File: src/rtl/obi_pkg.sv
// OBI request/response types shared by the banked SRAM path, plus the
// per-transaction tracking entry used by the bank demux.
package obi_pkg;

  // Widest bank index a demux entry can carry (up to 16 banks).
  localparam int SEL_W = 4;

  typedef struct packed {
    logic        req;
    logic        we;
    logic [3:0]  be;
    logic [31:0] addr;
    logic [31:0] wdata;
  } obi_req_t;

  typedef struct packed {
    logic        gnt;
    logic        rvalid;
    logic [31:0] rdata;
  } obi_resp_t;

  typedef struct packed {
    logic [SEL_W-1:0] sel;
    logic             err;
  } bank_demux_entry_t;

endpackage

File: src/rtl/obi_resp_fifo.sv
// In-order tracking FIFO of outstanding demux transactions; a push into a
// full FIFO is accepted when a pop happens in the same cycle.
module obi_resp_fifo
  import obi_pkg::*;
#(
  parameter int DEPTH = 2
) (
  input  logic              clk,
  input  logic              rst,
  input  logic              push,
  input  logic              pop,
  input  bank_demux_entry_t din,
  output bank_demux_entry_t head,
  output logic              full,
  output logic              empty
);

  localparam int PW = (DEPTH > 1) ? $clog2(DEPTH) : 1;
  localparam int CW = $clog2(DEPTH + 1);

  bank_demux_entry_t mem [DEPTH];
  logic [PW-1:0] wptr, rptr;
  logic [CW-1:0] count;
  logic          do_push, do_pop;

  function automatic logic [PW-1:0] nxt(input logic [PW-1:0] p);
    return (p == PW'(DEPTH - 1)) ? '0 : p + PW'(1);
  endfunction

  assign full    = (count == CW'(DEPTH));
  assign empty   = (count == '0);
  assign do_pop  = pop && !empty;
  assign do_push = push && (!full || do_pop);
  assign head    = mem[rptr];

  always_ff @(posedge clk) begin
    if (rst) begin
      wptr  <= '0;
      rptr  <= '0;
      count <= '0;
    end else begin
      if (do_push) begin
        mem[wptr] <= din;
        wptr      <= nxt(wptr);
      end
      if (do_pop) rptr <= nxt(rptr);
      count <= count + CW'(do_push) - CW'(do_pop);
    end
  end

endmodule

File: src/rtl/obi_bank_demux.sv
// Address-decodes one OBI master onto NUM_BANKS bank ports and returns
// responses in issue order; bad addresses and gated banks are answered locally.
module obi_bank_demux
  import obi_pkg::*;
#(
  parameter int NUM_BANKS       = 2,
  parameter int BANK_ADDR_WIDTH = 15,
  parameter int INTERLEAVED     = 0,
  parameter int MAX_OUTSTANDING = 2
) (
  input  logic                      clk_i,
  input  logic                      rst_i,
  input  obi_req_t                  master_req_i,
  output obi_resp_t                 master_resp_o,
  output logic                      master_err_o,
  output obi_req_t  [NUM_BANKS-1:0] bank_req_o,
  input  obi_resp_t [NUM_BANKS-1:0] bank_resp_i,
  input  logic      [NUM_BANKS-1:0] bank_off_i,
  output logic                      protocol_err_o
);

  localparam int B  = $clog2(NUM_BANKS);
  localparam int HI = BANK_ADDR_WIDTH + B;
  localparam int CW = $clog2(MAX_OUTSTANDING + 1);

  logic [B-1:0]      sel, hsel;
  logic [31:0]       bank_addr, rsp_data;
  logic              req_err, gnt, pop, rsp_valid, rsp_err, stray;
  logic              full, empty, first_after_rst, err_pending;
  logic [CW-1:0]     err_cnt;
  logic [NUM_BANKS-1:0] bank_gnt;
  bank_demux_entry_t entry, head;
  logic              unused;

  always_comb begin
    if (INTERLEAVED != 0) begin
      sel       = master_req_i.addr[2 +: B];
      bank_addr = ((master_req_i.addr >> (2 + B)) << 2) | {30'd0, master_req_i.addr[1:0]};
    end else begin
      sel       = master_req_i.addr[BANK_ADDR_WIDTH +: B];
      bank_addr = master_req_i.addr;
    end
  end

  assign req_err = (|(master_req_i.addr >> HI)) || bank_off_i[sel];
  assign gnt     = master_req_i.req && !rst_i && (!full || pop);
  assign entry   = '{sel: SEL_W'(sel), err: req_err};
  assign hsel    = head.sel[B-1:0];

  obi_resp_fifo #(.DEPTH(MAX_OUTSTANDING)) u_fifo (
    .clk   (clk_i),
    .rst   (rst_i),
    .push  (gnt),
    .pop   (pop),
    .din   (entry),
    .head  (head),
    .full  (full),
    .empty (empty)
  );

  always_comb begin
    for (int b = 0; b < NUM_BANKS; b++) begin
      bank_req_o[b] = '0;
      bank_gnt[b]   = bank_resp_i[b].gnt;
      if (gnt && !req_err && sel == B'(b)) begin
        bank_req_o[b]      = master_req_i;
        bank_req_o[b].addr = bank_addr;
      end
    end
  end

  // Errored entries answer on their own as soon as they reach the head.
  assign err_pending = (err_cnt != '0);

  always_comb begin
    rsp_valid = 1'b0;
    rsp_err   = 1'b0;
    rsp_data  = '0;
    stray     = 1'b0;
    if (!empty && head.err) begin
      rsp_valid = err_pending;
      rsp_err   = err_pending;
    end else if (!empty) begin
      rsp_valid = bank_resp_i[hsel].rvalid;
      rsp_data  = bank_resp_i[hsel].rdata;
    end
    for (int b = 0; b < NUM_BANKS; b++)
      if (bank_resp_i[b].rvalid && (empty || head.err || hsel != B'(b))) stray = 1'b1;
  end

  assign pop = rsp_valid && !rst_i;

  always_comb begin
    master_resp_o.gnt    = gnt;
    master_resp_o.rvalid = pop;
    master_resp_o.rdata  = rst_i ? '0 : rsp_data;
    master_err_o         = rsp_err && !rst_i;
  end

  always_ff @(posedge clk_i) begin
    if (rst_i) begin
      err_cnt         <= '0;
      protocol_err_o  <= 1'b0;
      first_after_rst <= 1'b1;
    end else begin
      first_after_rst <= 1'b0;
      err_cnt         <= err_cnt + CW'(gnt && req_err) - CW'(pop && rsp_err);
      // Responses still draining from before reset are not protocol errors.
      if (stray && !first_after_rst) protocol_err_o <= 1'b1;
    end
  end

  assign unused = ^{bank_gnt, head.sel};

endmodule

File: config.mk
export PLATFORM = sky130hd
export DESIGN_NAME = obi_bank_demux
export DESIGN_NICKNAME = d
export VERILOG_FILES = /design/src/rtl/obi_pkg.sv /design/src/rtl/obi_resp_fifo.sv /design/src/rtl/obi_bank_demux.sv
export SDC_FILE = /design/constraint.sdc
export NUM_CORES = 1
export LEC_CHECK = 0
export CORE_AREA = 10 10 115 117
export DETAILED_ROUTE_END_ITERATION = 7
export DIE_AREA = 0 0 125 127
export PLACE_DENSITY_LB_ADDON = 0.25
export SKIP_LAST_GASP = 1
export SYNTH_ARGS = -nofsm -noshare
export SYNTH_HDL_FRONTEND = slang
export SYNTH_HIERARCHICAL = 1
export SYNTH_SLANG_ARGS = --single-unit
File: constraint.sdc
create_clock -name clk_i -period 4.4 [get_ports clk_i]
set_clock_uncertainty 0.05 [all_clocks]
set_input_delay 1.1 -clock clk_i [delete_from_list [all_inputs] [get_ports clk_i]]
set_output_delay 1.1 -clock clk_i [all_outputs]
set_load 0.02 [all_outputs]
=== Yosys cells after proc, flatten, opt, wreduce, memory -nomap -nowiden ===
Memories as Yosys holds them, arrays and structs flattened. A register that Yosys moved wholly into a read port is not among the register bits.
Cells that the tools add are included.

* Register bits: 8
* Bits in latches: 0
* Memory bits (writable): 4
* ROM bits: 0
* Input bits: 142
* Output and inout port bits: 176
* Word-level logic and storage cells: 69
* Memories: 1

* Add/subtract/negate cells: 6
* $mul: 0
* Div/mod/pow operators: 0
* Order comparisons: 2
* Equality and inequality tests: 1
* Shift-type cells: 0
* Mux-type cells: 22
* Bitwise gates (word level): 2
* Reductions and logical operators: 29

{| class="wikitable"
|+ Memories
! name !! words !! width !! rd ports !! clocked after Yosys merged registers in !! write ports !! RTL line !! source
|-
| u_fifo.mem || 2 || 2 || 1 || 1 || 1 || obi_resp_fifo.sv:21 || <nowiki>bank_demux_entry_t mem [DEPTH];</nowiki>
|}

{| class="wikitable"
|+ Operators by type and width
! cell !! number
|-
| 70-bit 2-to-1 mux || 2
|-
| 32-bit 2-to-1 mux || 3
|-
| 33-bit 2-to-1 mux || 2
|-
| 16-bit OR reduction || 1
|-
| 1-bit logical AND || 15
|-
| 1-bit 2-to-1 mux || 15
|-
| 1-bit logical OR || 6
|-
| 1-bit zero test || 5
|-
| 2-bit by 1-bit adder with 2-bit output || 2
|-
| 1-bit by 2-bit less-than comparator with 1-bit output (second input constant) || 2
|-
| 2-bit by 1-bit subtractor with 2-bit output || 2
|-
| 1-bit adder (second input constant) || 2
|-
| 2-bit equality test (second input constant) || 1
|-
| 2-bit zero test || 1
|-
| 1-bit inverter || 2
|-
| 2-bit nonzero test || 1
|}

=== Depth between registers and ports, before layout ===
* Depth in word-level cells: 11
* Depth in mapped cells: 13
* Mapped depth without buffers: 12

=== Cells and area by module ===
Netlist, hierarchy kept.

{| class="wikitable"
|+ By module, submodules not included
! module !! times used !! cells each !! area each (um2)
|-
| obi_bank_demux || 1 || 418 || 2847.7
|-
| obi_resp_fifo || 1 || 40 || 603.1
|}

=== Worst setup path before layout ===
OpenSTA, ideal clock, no wires.

* Path type: input -> output
* From: input master_req_i[47] in the netlist's numbering
* To: output bank_req_o[84] in the netlist's numbering
* Arrival: 2.737 ns
* Data required time: 3.250 ns
* Path slack: 0.513 ns
* Stages on the path: 5
* Path through: clkbuf_1 -> mux2_2 -> buf_2 -> clkbuf_1 -> nor4_1

{| class="wikitable"
|+ RTL lines
! element !! RTL line !! source
|-
| start: declaration || obi_bank_demux.sv:13 || <nowiki>input obi_req_t master_req_i,</nowiki>
|-
| end: declaration || obi_bank_demux.sv:16 || <nowiki>output obi_req_t [NUM_BANKS-1:0] bank_req_o,</nowiki>
|}

==> flow_summary.json <==
{
  "status": "finished clean",
  "syn_area_um2": 3240,
  "initial_utilization_pct": 29.1,
  "setup_viol": 0,
  "fin_crit_ns": 4.18,
  "ant_nets": 0,
  "core-area_um2": 11100,
  "antenna_found_initial": 0,
  "post_cts_buffers": 0,
  "layout.nets": 839,
  "maxSlewViolCount": 0,
  "cts.clk_slew.worst_paths_ns": 0.04,
  "via_per_inst": 5.23,
  "rsz0062_at_grt": "false",
  "ir_worst_vdd_v": 0.000124,
  "place.gp.congestion": 0.889,
  "cp-end-kind": "primary output",
  "grt_max_degree": 109,
  "dr.pass1.iters": 5,
  "required_ns": 3.25,
  "die_x_um": 125,
  "grt_pass1_wl_um": 25400,
  "die-height_um": 127,
  "grt_overflow_total": 0,
  "fin_util_pct": 56.4,
  "grt_pass1_vias": 4384,
  "relSlewSlack_pct": 57.4,
  "setup.worst_path.class": "in -> out",
  "hold_slack_ns": 0.392,
  "design_area_um2": 6270,
  "placed_area_um2": 6180,
  "hold_buffers": 0,
  "cts_inserted_buffers": 3,
  "layout_commonest_cell": "clkdlybuf4s50_1",
  "num_vias": 4367,
  "mostFrequentLayoutCells": "173 x clkdlybuf4s50_1, 81 x nor4_1, 64 x dlygate4sd2_1, 52 x nand3_1, 52 x nand3b_1",
  "drtIter0Drc": 217,
  "pwr_density_cell_nw_per_um2": 109,
  "num_rows": 39,
  "htreeDepth": 1,
  "cts_root_buf": "clkbuf_16",
  "hold_class": "reg -> reg",
  "dp_cells": 831,
  "final_cells": 835,
  "grt_use_total_pct": 19.1,
  "clock-sinks": 13,
  "areaGrowthSynthToFinish_pct": 93.9,
  "synth_warnings": 6,
  "clkLatencyLatePin_ns": 0.24,
  "tightestPinTransition_ns": 0.633,
  "cap_violations": 0,
  "post-route-period-util_pct": 95.0,
  "io_pins": 318,
  "port_buffers": 282,
  "clock.fmax_mhz": 239,
  "layout-drive-gt1-share_pct": 11.3,
  "dp_hpwl_um": 13500,
  "start_kind": "input pin",
  "die_area_um2": 15900,
  "synth_cells": 449,
  "drcViolationCount": 0,
  "worst-path-max-fanout": 32,
  "power.leakage_uw": 0.00304,
  "syn_avg_cell_area_um2": 7.21,
  "avgRoutedWirePerCell_um": 20.3,
  "antenna_cells": 0,
  "hold_viol": 0,
  "totalWireLength_um": 16900,
  "clock_path_buffers": 2,
  "cp.arrival_ns": 3.03,
  "cts_tree": "done"
}
[through the flow]
stage	TNS, ns	total power [µW]	worst slack [ns]
after floorplan	0	339	0.513
after global placement	-1.04	504	-0.0861
after detailed placement	-0.714	511	-0.0577
after CTS	0	685	0.000320
after global routing	0	719	0.119
final	0	684	0.221
[state kept, by name, indices dropped and copies added (netlist names), named ones only]
name,cells
u_fifo/mem,4
err_cnt,2
u_fifo/count,2
first_after_rst,1
protocol_err_o,1
u_fifo/rptr,1
u_fifo/wptr,1
[worst paths after layout]
kind             startpoint                end  slack (ns)  depth (start not counted)
min          protocol_err_o     protocol_err_o        0.39                          2
max reg2reg       flip-flop    u_fifo/count[1]        1.60                         13
min reg2reg  protocol_err_o     protocol_err_o        0.39                          2
max                   rst_i  master_resp_o[28]        0.22                          5
[layer usage]
layer	vias up	GRT usage [%]	part of all wire [%]
met4	0	3.46	1.3
met5	-	0	0
li1	2113	-	-
met1	2006	20.2	37
met2	233	34.3	50
met3	15	9.06	12
[worst max-delay path, stage by stage]
cell,delay [ns]
clkdlybuf4s50_1,0.48
or3_1,0.44
buf_12,0.18
nor2_1,0.13
clkdlybuf4s50_1,0.67
[repair_timing]
item / CTS / global route
hold endpoints to repair: 0 / 0
gates resized for setup: 64 / 38
endpoints found under the setup margin: 64 / 38
[layout make-up]
class	instances	area [µm²]
Inverter	4	15.0
Tap cell	143	179
Clock buffer	4	78.8
Sequential cell	13	300
Multi-Input combinational cell	361	2490
Timing Repair Buffer	310	3220
Fill cell	1074	4850
[power by group]
group / switching [µW] / internal [µW] / leakage [µW]
Combinational: 184 / 194 / 0.00289
Sequential: 4.41 / 130 / 0.000112
Clock: 49.1 / 122 / 0.0000382
Total: 237 / 446 / 0.00304
(Power assumes the default switching activity.)
